--- src/rtl/stb_cnt_tracker.sv ---
// Per-thread store-buffer occupancy tracker: saturating 0..DEPTH counters,
// full/empty decode, overflow/underflow error pulses and high-water marks.
module stb_cnt_tracker #(
  parameter int DEPTH = 8,
  parameter int CNT_W = 4
) (
  input  logic             clk,
  input  logic             rst,
  input  logic             st_issue_vld,
  input  logic [1:0]       st_issue_tid,
  input  logic             st_ack_vld,
  input  logic [1:0]       st_ack_tid,
  input  logic [3:0]       stb_ctl_reset,
  input  logic [1:0]       hwm_sel,
  input  logic             hwm_clr,
  output logic [CNT_W-1:0] lsu_ifu_stbcnt0,
  output logic [CNT_W-1:0] lsu_ifu_stbcnt1,
  output logic [CNT_W-1:0] lsu_ifu_stbcnt2,
  output logic [CNT_W-1:0] lsu_ifu_stbcnt3,
  output logic [3:0]       stb_full,
  output logic [3:0]       stb_empty,
  output logic [3:0]       stb_ctl_reset_dly,
  output logic             stb_ovfl_err,
  output logic             stb_undfl_err,
  output logic [1:0]       err_tid,
  output logic [CNT_W-1:0] hwm_out
);

  localparam logic [CNT_W-1:0] FULL_CNT = CNT_W'(DEPTH);

  logic [3:0][CNT_W-1:0] cnt_reg;
  logic [3:0][CNT_W-1:0] cnt_next;
  logic [3:0][CNT_W-1:0] hwm_reg;
  logic [3:0][CNT_W-1:0] hwm_next;
  logic [3:0]            ovfl_hit;
  logic [3:0]            undfl_hit;
  logic [3:0]            ctl_dly_reg;
  logic                  ovfl_reg;
  logic                  undfl_reg;
  logic [1:0]            err_tid_reg;
  logic [1:0]            err_tid_next;

  for (genvar gi = 0; gi < 4; gi++) begin : g_thr
    localparam logic [1:0] TID = 2'(gi);
    logic             inc;
    logic             dec;
    logic [CNT_W-1:0] cnt;
    logic [CNT_W-1:0] nxt;

    assign cnt = cnt_reg[gi];
    assign inc = st_issue_vld && (st_issue_tid == TID);
    assign dec = st_ack_vld && (st_ack_tid == TID);

    // A simultaneous issue and ack cancel, so only a lone event can move or saturate.
    assign nxt = stb_ctl_reset[gi]                    ? '0 :
                 (inc && !dec && cnt < FULL_CNT)      ? cnt + CNT_W'(1) :
                 (dec && !inc && cnt != '0)           ? cnt - CNT_W'(1) :
                 cnt;

    assign ovfl_hit[gi]  = !stb_ctl_reset[gi] && inc && !dec && (cnt >= FULL_CNT);
    assign undfl_hit[gi] = !stb_ctl_reset[gi] && dec && !inc && (cnt == '0);
    assign cnt_next[gi]  = nxt;

    // Clearing reloads the mark with the thread's upcoming count rather than zero.
    assign hwm_next[gi] = ((hwm_clr && hwm_sel == TID) || (nxt > hwm_reg[gi])) ? nxt : hwm_reg[gi];

    assign stb_full[gi]  = (cnt == FULL_CNT);
    assign stb_empty[gi] = (cnt == '0);
  end

  // Overflow wins the shared thread id when both errors fire together.
  always_comb begin
    err_tid_next = err_tid_reg;
    if (|undfl_hit) err_tid_next = st_ack_tid;
    if (|ovfl_hit)  err_tid_next = st_issue_tid;
  end

  always_ff @(posedge clk) begin
    if (rst) begin
      cnt_reg     <= '0;
      hwm_reg     <= '0;
      ctl_dly_reg <= '0;
      ovfl_reg    <= 1'b0;
      undfl_reg   <= 1'b0;
      err_tid_reg <= '0;
    end else begin
      cnt_reg     <= cnt_next;
      hwm_reg     <= hwm_next;
      ctl_dly_reg <= stb_ctl_reset;
      ovfl_reg    <= |ovfl_hit;
      undfl_reg   <= |undfl_hit;
      err_tid_reg <= err_tid_next;
    end
  end

  assign lsu_ifu_stbcnt0   = cnt_reg[0];
  assign lsu_ifu_stbcnt1   = cnt_reg[1];
  assign lsu_ifu_stbcnt2   = cnt_reg[2];
  assign lsu_ifu_stbcnt3   = cnt_reg[3];
  assign stb_ctl_reset_dly = ctl_dly_reg;
  assign stb_ovfl_err      = ovfl_reg;
  assign stb_undfl_err     = undfl_reg;
  assign err_tid           = err_tid_reg;
  assign hwm_out           = hwm_reg[hwm_sel];

endmodule

--- config.mk ---
export PLATFORM = sky130hd
export DESIGN_NAME = stb_cnt_tracker
export DESIGN_NICKNAME = d
export VERILOG_FILES = /design/src/rtl/stb_cnt_tracker.sv
export SDC_FILE = /design/constraint.sdc
export NUM_CORES = 1
export LEC_CHECK = 0
export BUFFER_PORTS_ARGS = -buffer_cell sky130_fd_sc_hd__buf_2
export CAP_MARGIN = 20
export CORE_UTILIZATION = 51
export DETAILED_ROUTE_END_ITERATION = 10
export PLACE_DENSITY = 0.77
export SLEW_MARGIN = 20
export SYNTH_ARGS = -nofsm -noshare
export SYNTH_HDL_FRONTEND = slang
export SYNTH_SLANG_ARGS = --single-unit
--- constraint.sdc ---
create_clock -name clk -period 2.7 [get_ports clk]
set_input_delay 0.405 -clock clk [delete_from_list [all_inputs] [get_ports clk]]
set_output_delay 0.405 -clock clk [all_outputs]
set_load 0.01 [all_outputs]
==> results by group, run 1 <==
Run status
  • Status: finished, violations left
  • Failing checks: negative setup slack

Cells and area
  • Layout Nets: 508
  • Number of flip-flops in the largest register: 16
  • FF+latch area: 810.8 um2
  • Share of layout cells above drive strength 1: 46.17%
  • FILL cells: ~360
  • P&R area growth vs syn: 47.01%
  • Diodes inserted: 0
  • Multi-input logic area: about 2100 um2

Placed design
  • DPL Wire Length: approximately 6100 um
  • Routability cong.: ~0.90
  • PortBufs: 50

Timing
  • Fmax: between 300 and 400 MHz
  • Max-slew headroom: between 50% and 60%
  • # setup viols final: 6
  • Clock Skew: 0.006189 ns
  • RSZ-0062 raised after global routing: true
  • Post-layout min period: 2.752 ns
  • Tightest Pin Transition: around 0.66 ns
  • Hold Violations, Final: 0
  • Max Slew Vio Count: 0
  • Crit share post-route: 101.9%
  • Total Neg Setup Slack: -0.1945 ns
  • Final worst setup slack: -0.05202 ns

Clock network
  • Later-pin clock latency in the skew report: 0.30 ns
  • Clock sink total: 40
  • CTS clock-pin slew for the worst setup and hold paths: approximately 0.08 ns
  • Clock Tree Buf Depth: 2
  • TritonCTS Buffers: 5
  • CTS tree: yes
  • H-tree level count: 2
  • Clock root buffer master: clkbuf_8

Synth
  • Syn_nets: 379
  • Cell Area, Synth: between 2000 and 3000 um2
  • Ys async rst share: 0%
  • Main synth FF type: dfxtp_1
  • Sequential-to-total area share from yosys stat: 28.31%
  • Warnings, synthesis: 0
  • Cell count after synthesis: 340
  • Number of synthesized flops with an enable pin: 0
  • Avg Inst Size Synth: 8.320 um2
  • Synth Register Bits: 40
  • Netlist cell types: 58

Die
  • Cell row count: 26
  • Die W: approximately 76 um
  • I/O Pins: 51
  • Die height: between 70 and 80 um
  • Core ar.: 5238 um2
  • DIE AREA: 5849 um2
  • Initial core utilization: between 50% and 60%

Power and ir drop
  • PnR Total Power: approximately 1600 uW
  • Worst VDD drop: 0.2948 mV
  • Pleak: 0.001863 uW
  • P per Cell Area: between 300 and 400 nW/um2

Critical path
  • Critical-path top delay cell: or4_4
  • Path depth of the worst reg2reg path: 12
  • Critical path's largest stage delay: around 0.4 ns
  • R2R Path Start: lsu_ifu_stbcnt0[0]
  • Critical path type: reg2reg
  • Critical path arrival: roughly 2.9 ns
  • Critical path launch point type: flop
  • R2r endpoint: hwm_reg[3]
  • Crit-path cells: inv_2, ha_4, or3b_4, inv_2, or4_4, a311oi_2, ha_1, nand4_1, a21oi_1, a21boi_4, mux2i_1, nor2_1
  • CP most frequent cell: inv_2
  • R2R setup slack: -0.05 ns
  • CP Capture Type: flop
  • Crit path required time: between 2 and 3 ns
  • Crit Path Max Fanout: 5

Drt
  • Vias/cell: 5.931
  • WL/cell: 16.66 um
  • # DRC: 0
  • Vias: 3,203
  • Final WL: between 8000 and 9000 um
  • Iter 0 DRT Violations: between 200 and 250
  • Final ANT Viol Nets: 0
  • Drt pass-1 iters: 4

Run
  • Max-cap violations: 0

Worst hold path
  • Worst Hold End: lsu_ifu_stbcnt1[0]
  • Worst hold path type: in2reg
  • Hold path start: stb_ctl_reset[1]
  • Worst Hold Depth: 2

Global route
  • Gr busiest metal: met2
  • Total GRT Usage: between 20% and 30%
  • GR Util met3: roughly 5.6%
  • Met1 usage: around a third
  • Vias in the first global route: 3,030
  • M2 GR Usage: between 50% and 60%
  • Initial antenna violation count: 0
  • Largest net degree at the start of global routing: 32
  • First-pass GRT wire length: between 10,000 and 15,000 um
  • Grt total ovfl: 0
-- final cells by class --
cell class | instances | share of cell area (%)
Timing Repair Buffer | 137 | 21.81
Inverter | 37 | 3.400
Clock buffer | 5 | 1.655
Tap cell | 70 | 2.106
Multi-Input combinational cell | 248 | 50.51
Clock inverter | 3 | 1.023
Sequential cell | 40 | 19.49
-- report_power, final --
| group | internal (uW) | total, uW | switching, uW | leakage [uW] |
|---|---|---|---|---|
| logic | 211 | 433 | 222 | 0.00148 |
| registers | 608 | 622 | 14.3 | 0.000328 |
| clock network | 273 | 497 | 223 | 0.0000541 |
-- logic make-up (layout without fill, tap and decap cells) --
family | count (synthesis) | in the layout | share of synthesized area (%)
mux | 6 | 6 | 3.892
compound gates | 74 | 74 | 19.59
fa+ha+maj | 24 | 24 | 10.61
flops | 40 | 40 | 28.31
simple gates | 136 | 136 | 28.13
buf+inv | 52 | 182 | 6.988
xor+xnor | 8 | 8 | 2.477
-- worst max path at each step --
stage                     slack, ns               start  cells after the start           to
after floorplan               -0.16     st_issue_tid[1]                     13   hwm_reg[1]
after global placement        -0.16     st_issue_tid[0]                     13  hwm_reg[14]
after detailed placement      -0.23       st_ack_tid[0]                     12   hwm_reg[9]
after CTS                     -0.03  lsu_ifu_stbcnt3[1]                     13  hwm_reg[12]
after global routing          -0.18  lsu_ifu_stbcnt0[0]                     12   hwm_reg[3]
final                         -0.05  lsu_ifu_stbcnt0[0]                     12   hwm_reg[3]
-- routing by layer --
metal,part of all wire (%),wire length (um)
met5,0,0
met4,2.2,201
met3,5.2,464
met2,51,4617
met1,41,3711
-- critical path: cells and delay by family, from the launching register on --
kind / cells / cell delay (ns)
DFF: 1 / 0.35
buffers and inverters: 2 / 0.09
muxes: 1 / 0.21
AOI/OAI and AO/OA: 3 / 0.73
and+or+nand+nor: 4 / 0.88
adders and majority gates: 2 / 0.35
-- synthesized netlist by cell type, types with 3 or more instances --
cell	count	share of area, %
a31oi_1	6	1.3
mux4_2	4	3.2
nand2b_1	4	0.88
nor4b_1	4	1.2
nand4_1	9	2.0
clkbuf_1	12	1.6
nor2_1	23	3.1
nand3_1	16	2.8
or2_2	5	1.1
ha_1	24	11
o31ai_1	11	2.9
o211ai_1	4	1.1
o32ai_1	3	0.93
a41oi_1	3	0.93
or3b_2	4	1.2
nor4_1	4	0.88
a221oi_1	3	0.93
nand3b_1	4	1.1
nor3_1	16	2.8
o21ai_0	6	1.1
o41ai_1	4	1.2
nand2_1	9	1.2
nor2b_1	5	1.1
and3_1	7	1.5
xnor2_1	6	1.9
inv_1	37	4.9
dfxtp_1	40	28
a21oi_1	14	2.5
or3_1	3	0.66
and3b_1	4	1.2
and2_1	9	2.0
-- through the flow --
| step | std cells | area (um2) | hold slack, ns | utilization, % | setup slack [ns] |
|---|---|---|---|---|---|
| after global placement | 511 | 3656 | 0.4698 | 69.80 | -0.1555 |
| after detailed placement | 511 | 3656 | 0.4758 | 69.80 | -0.2260 |
| final | 540 | 4159 | 0.3200 | 79.41 | -0.05202 |
| after global routing | 540 | 4159 | 0.3283 | 79.41 | -0.1786 |
| after floorplan | 340 | 2893 | 0.4493 | - | -0.1571 |
| after CTS | 530 | 3896 | 0.3176 | 74.39 | -0.02718 |
-- layout by cell type, fill, tap and decap left out, types with 10 or more instances in the layout --
| cell | instances |
|---|---|
| buf_4 | 86 |
| buf_2 | 50 |
| dfxtp_1 | 32 |
| inv_1 | 26 |
| nor2_1 | 22 |
| ha_1 | 17 |
| nor3_1 | 14 |
| nand3_1 | 14 |
| a21oi_1 | 11 |
| inv_2 | 10 |
-- what timing repair did --
item                       4_1_cts  5_1_grt
buffers inserted                11       10
setup endpoints to repair        9       16
gates resized for setup         11       43
hold buffers                     0        0
pin swaps                       13       33
Power figures use the tool's default switching activity.
==> inputs of run 2 (changes only) <==
==> constraint.sdc (replaced) <==
create_clock -name clk -period 2.5 [get_ports clk]
set_input_delay 0.375 -clock clk [delete_from_list [all_inputs] [get_ports clk]]
set_output_delay 0.375 -clock clk [all_outputs]
set_load 0.01 [all_outputs]
==> run 2 against run 1 <==
Net effect: the run still ends with negative setup slack left; routed wire length grew 9.4%; fmax up 0.99%; first-iteration DRC count grew 1.6%; clock power fell by 16%; hold slack got worse by 0.0098 ns; combinational power increased by 12%; sequential power is 7.7% higher; cell count increased by 1.9%; count of clock-buffer cells in the layout increased by 1; critical path type unchanged.
==> results by group, run 2 (synthesis results as in run 1) <==
Power and ir drop
  • Worst VDD drop: 0.3089 mV
  • Internal Dissipation: about 1100 uW
  • Switching Fraction: 31.37%
  • Seq pwr share: roughly 43%
  • P per Cell Area: 368.1 nW/um2
  • Combinational fraction of design power: a little under a third
  • Pleak: 0.001932 uW
  • PnR Total Power: between 1500 and 2000 uW
  • Clk pwr share: between 20% and 30%
  • Net Switching: just under 500 uW

Timing
  • Hold Violations, Final: 0
  • # setup viols final: 16
  • Post-layout min period: ~2.7 ns
  • Max Slew Vio Count: 0
  • WHS: 0.3103 ns
  • Clock Skew: 0.004505 ns
  • Tightest Pin Transition: approximately 0.7 ns
  • RSZ-0062 raised after global routing: true
  • Max-slew headroom: roughly 53%
  • Fmax: ~370 MHz
  • Final worst setup slack: -0.2251 ns
  • Crit share post-route: 109.0%

Placed design
  • PortBufs: 50
  • DPL Wire Length: about 6300 um
  • Routability cong.: 0.8976

Die
  • Die height: roughly 76 um
  • DIE AREA: between 5000 and 6000 um2
  • Initial core utilization: between 50% and 60%
  • Die W: 76.48 um
  • Core ar.: ~5200 um2
  • Cell row count: 26
  • I/O Pins: 51

Global route
  • Vias in the first global route: 3,283
  • Largest net degree at the start of global routing: 31
  • Initial antenna violation count: 0
  • Total GRT Usage: around 33%
  • First-pass GRT wire length: 15,350 um
  • Grt total ovfl: 0

Critical path
  • Setup crit end: hwm_reg[12]
  • Critical path arrival: about 2.9 ns
  • CP startpoint: lsu_ifu_stbcnt3[0]
  • Critical path's largest stage delay: approximately 0.38 ns
  • Crit Path Max Fanout: 3
  • R2r endpoint: hwm_reg[12]
  • Critical-path top delay cell: or3b_4
  • CP most frequent cell: ha_4
  • R2R setup slack: -0.23 ns
  • Crit-path cells: inv_4, ha_4, or3b_4, buf_4, a31oi_4, xnor2_2, or2_4, ha_4, nor2b_4, o21a_1, o31a_1, o211ai_1, o32ai_1
  • Critical path type: reg2reg
  • Critical path launch point type: flop
  • Path depth of the worst reg2reg path: 13
  • Crit path required time: 2.68 ns
  • R2R Path Start: lsu_ifu_stbcnt3[0]
  • CP Capture Type: flop

Cells and area
  • Number of flip-flops in the largest register: 16
  • Most frequent cells in the layout: 97 x buf_4, 50 x buf_2, 32 x dfxtp_1
  • Layout Nets: a little over 500
  • P&R area growth vs syn: 51.30%
  • Most common cell after layout, fill and taps aside: buf_4
  • FILL cells: ~330
  • Share of layout cells above drive strength 1: between 40% and 50%
  • Diodes inserted: 0

Worst hold path
  • Worst hold path type: in2reg

Drt
  • Drt pass-1 iters: 4
  • WL/cell: roughly 18 um
  • Iter 0 DRT Violations: 250
  • Final WL: 9835 um
  • Vias/cell: approximately 6.1
  • # DRC: 0
  • Final ANT Viol Nets: 0
  • Vias: 3,338

Clock network
  • CTS clock-pin slew for the worst setup and hold paths: around 0.080 ns
  • Clock sink total: 40
  • H-tree level count: 2
  • CTS tree: yes
  • Clock Tree Buf Depth: 2
  • Clock root buffer master: clkbuf_8
  • TritonCTS Buffers: 5
  • Later-pin clock latency in the skew report: ~0.30 ns

Run status
  • Failing checks: negative setup slack
  • Status: finished, violations left

Run
  • Max-cap violations: 0
## run 2: power by group through the flow
stage	Sequential [uW]	Combinational (uW)	Clock, uW
after floorplan	685	224	0
after global placement	680	359	0
after detailed placement	681	371	0
after CTS	667	436	426
after global routing	672	518	450
final	670	487	419
## run 2: what timing repair did
action                     CTS  global route
pin swaps                   19             7
setup endpoints to repair   16            18
gates resized for setup     31            16
hold buffers                 0             0
setup buffers               22             3
gates cloned                 0             0
## run 2: worst max-delay path, delay by kind of cell (launching register included)
kind	cells	cell delay (ns)
flip-flops	1	0.36
XOR/XNOR	1	0.15
buffers and inverters	2	0.22
AND/OR/NAND/NOR	3	0.58
adder cells (fa/ha/maj)	2	0.27
AO/OA/AOI/OAI	5	1.01
## run 2: worst min-delay path by stage
stage	depth (start not counted)	slack, ns	start	to
CTS	2	0.31	stb_ctl_reset[1]	lsu_ifu_stbcnt1[0]
finish	2	0.31	stb_ctl_reset[1]	lsu_ifu_stbcnt1[2]
floorplan	1	0.44	stb_ctl_reset[3]	lsu_ifu_stbcnt3[0]
detailed placement	2	0.49	hwm_reg[15]	hwm_reg[15]
global route	2	0.31	stb_ctl_reset[1]	lsu_ifu_stbcnt1[2]
global placement	2	0.48	hwm_reg[14]	hwm_reg[14]
## run 2: final cells by class
cell class	instances	area, um2	share of cell area [%]
inverters	37	143.9	3.362
flip-flops and latches	40	820.8	19.18
well taps	70	87.58	2.046
clock buffers	6	72.57	1.695
multi-input cells	248	2161	50.48
clock inverters	1	5.005	0.1169
repair buffers	148	989.7	23.12
## run 2: stage by stage
step	worst slack [ns]	cell area, um2	setup TNS [ns]	utilization (%)	cells
final	-0.2251	4280	-2.584	81.72	550
after global routing	-0.3209	4280	-4.328	81.72	550
after CTS	-0.1946	4185	-1.429	79.91	548
after detailed placement	-0.3654	3794	-4.426	72.43	520
after global placement	-0.2788	3794	-3.513	72.43	520
after floorplan	-0.3271	2964	-1.563	-	340
## run 2: layer usage
layer | GRT usage (%) | routed length (um) | vias up
met5 | 0 | 0 | -
met4 | 14.04 | 361 | 0
met3 | 5.749 | 593 | 38
met2 | 60.72 | 5114 | 155
met1 | 37.27 | 3765 | 1595
li1 | - | - | 1550
==> inputs of run 3 (changes only) <==
--- a/config.mk
+++ b/config.mk
@@ -7,8 +7,10 @@
 export LEC_CHECK = 0
 export BUFFER_PORTS_ARGS = -buffer_cell sky130_fd_sc_hd__buf_2
 export CAP_MARGIN = 20
+export CORE_ASPECT_RATIO = 1.4
 export CORE_UTILIZATION = 51
 export DETAILED_ROUTE_END_ITERATION = 10
+export MAX_ROUTING_LAYER = met4
 export PLACE_DENSITY = 0.77
 export SLEW_MARGIN = 20
 export SYNTH_ARGS = -nofsm -noshare
==> run 3 against run 2 <==
Net effect: the run still ends with negative setup slack left; sequential power up 0.6%; total power is 6.9% higher; cell count down 0.36%; critical path type unchanged.
==> results by group, run 3 (synthesis results as in run 1) <==
Global route
  • Grt total ovfl: 0
  • GR Util met3: 5.457%
  • Met1 usage: a little under two fifths
  • Largest net degree at the start of global routing: 32
  • Vias in the first global route: around 3,200
  • Total GRT Usage: roughly 33%
  • Initial antenna violation count: 0
  • Gr busiest metal: met2
  • M2 GR Usage: 56.16%
  • First-pass GRT wire length: 14,900 um

Cells and area
  • Diodes inserted: 0
  • Most common cell after layout, fill and taps aside: buf_4
  • P&R area growth vs syn: 54.84%
  • Share of layout cells above drive strength 1: between 50% and 60%
  • Layout Nets: 520
  • Most frequent cells in the layout: 96 x buf_4, 49 x buf_2, 32 x dfxtp_1
  • Number of flip-flops in the largest register: 16

Clock network
  • CTS clock-pin slew for the worst setup and hold paths: ~0.080 ns
  • CTS tree: yes
  • Hold-fix buffers, CTS: 0
  • Clock root buffer master: clkbuf_8
  • Clock Tree Buf Depth: 2
  • TritonCTS Buffers: 5
  • Clock sink total: 40
  • H-tree level count: 2
  • Later-pin clock latency in the skew report: ~0.3 ns

Power and ir drop
  • Pleak: slightly below 0.002 uW
  • Worst VDD drop: approximately 0.33 mV
  • P per Cell Area: a little under 400 nW/um2

Timing
  • Total Neg Setup Slack: -3.577 ns
  • # setup viols final: 17
  • Hold Violations, Final: 0
  • Tightest Pin Transition: 0.7433 ns
  • Max-slew headroom: 50.39%
  • Final worst setup slack: -0.3090 ns
  • RSZ-0062 raised after global routing: true
  • Post-layout min period: 2.809 ns
  • Crit share post-route: 112.4%
  • Clock Skew: 0.008059 ns
  • Fmax: between 300 and 400 MHz
  • WHS: around 0.31 ns
  • Max Slew Vio Count: 0

Placed design
  • DPL Wire Length: 6248 um
  • Place WS: -0.4283 ns
  • PortBufs: 50
  • Routability cong.: approximately 0.96

Critical path
  • CP Capture Type: flop
  • Critical path type: reg2reg
  • Crit path required time: 2.71 ns
  • Crit-path cells: inv_2, ha_4, or3b_4, inv_4, nor4_2, a311o_1, nand2_2, inv_2, ha_4, nand4_1, o21ai_0, a21oi_2, or2_4, o32ai_2
  • Critical path's largest stage delay: approximately 0.40 ns
  • CP delay by family, top: simple AND/OR/NAND/NOR gates
  • Critical path launch point type: flop
  • Critical-path top delay cell: or3b_4
  • Critical path arrival: 3.02 ns
  • Crit Path Max Fanout: 4
  • Worst path bufs/invs: 3

Die
  • I/O Pins: 51
  • Die W: around 65 um
  • Core ar.: between 5000 and 6000 um2
  • Die height: 90.13 um
  • DIE AREA: 5853 um2
  • Cell row count: 31
  • Initial core utilization: a little over half

Run status
  • Failing checks: negative setup slack
  • Status: finished, violations left

Drt
  • Iter 0 DRT Violations: approximately 250
  • Final WL: 9844 um
  • WL/cell: between 15 and 20 um
  • Final ANT Viol Nets: 0
  • Vias: 3,335
  • Drt pass-1 iters: 5
  • # DRC: 0
  • Vias/cell: 6.086

Worst hold path
  • Worst hold path type: in2reg

Run
  • Max-cap violations: 0
==> run 3: worst paths after layout <==
path | startpoint | end | slack (ns) | cells past startpoint
hold / removal | stb_ctl_reset[1] | lsu_ifu_stbcnt1[0] | 0.31 | 2
setup / recovery | lsu_ifu_stbcnt1[1] | hwm_reg[4] | -0.31 | 14
setup reg to reg | lsu_ifu_stbcnt1[1] | hwm_reg[4] | -0.31 | 14
hold reg to reg | hwm_reg[15] | hwm_reg[15] | 0.49 | 2
==> run 3: layout make-up <==
class	instances	area, um2
Fill cell	331	894.6
Clock buffer	7	97.59
Sequential cell	40	820.8
Timing Repair Buffer	149	1011
Inverter	37	143.9
Multi-Input combinational cell	248	2220
Tap cell	66	82.58
Clock inverter	1	5.005
==> run 3: per-layer routing <==
layer,vias to the layer above,share of wire (%),routed length [um]
met5,-,0,0
met1,1621,39,3876
met2,128,53,5178
met3,40,4.0,390
met4,0,4.1,399
li1,1546,-,-
==> run 3: metrics by stage <==
step	instances	instance area, um2	power (uW)	utilization (%)
floorplan	340	2964	908.9	-
global placement	512	3759	1041	71.25
detailed placement	512	3759	1053	71.25
CTS	543	4188	1596	79.39
global route	548	4380	1733	83.04
finish	548	4380	1685	83.04
==> run 3: where the power goes <==
group / internal (uW) / switching, uW
combinational: 250 / 264
clock: 256 / 241
sequential: 653 / 21.3
total: 1160 / 526
==> run 3: what timing repair did <==
action,4_1_cts,5_1_grt
buffers inserted,23,5
setup endpoints to repair,16,17
pin swaps,21,20
gates resized for setup,35,29
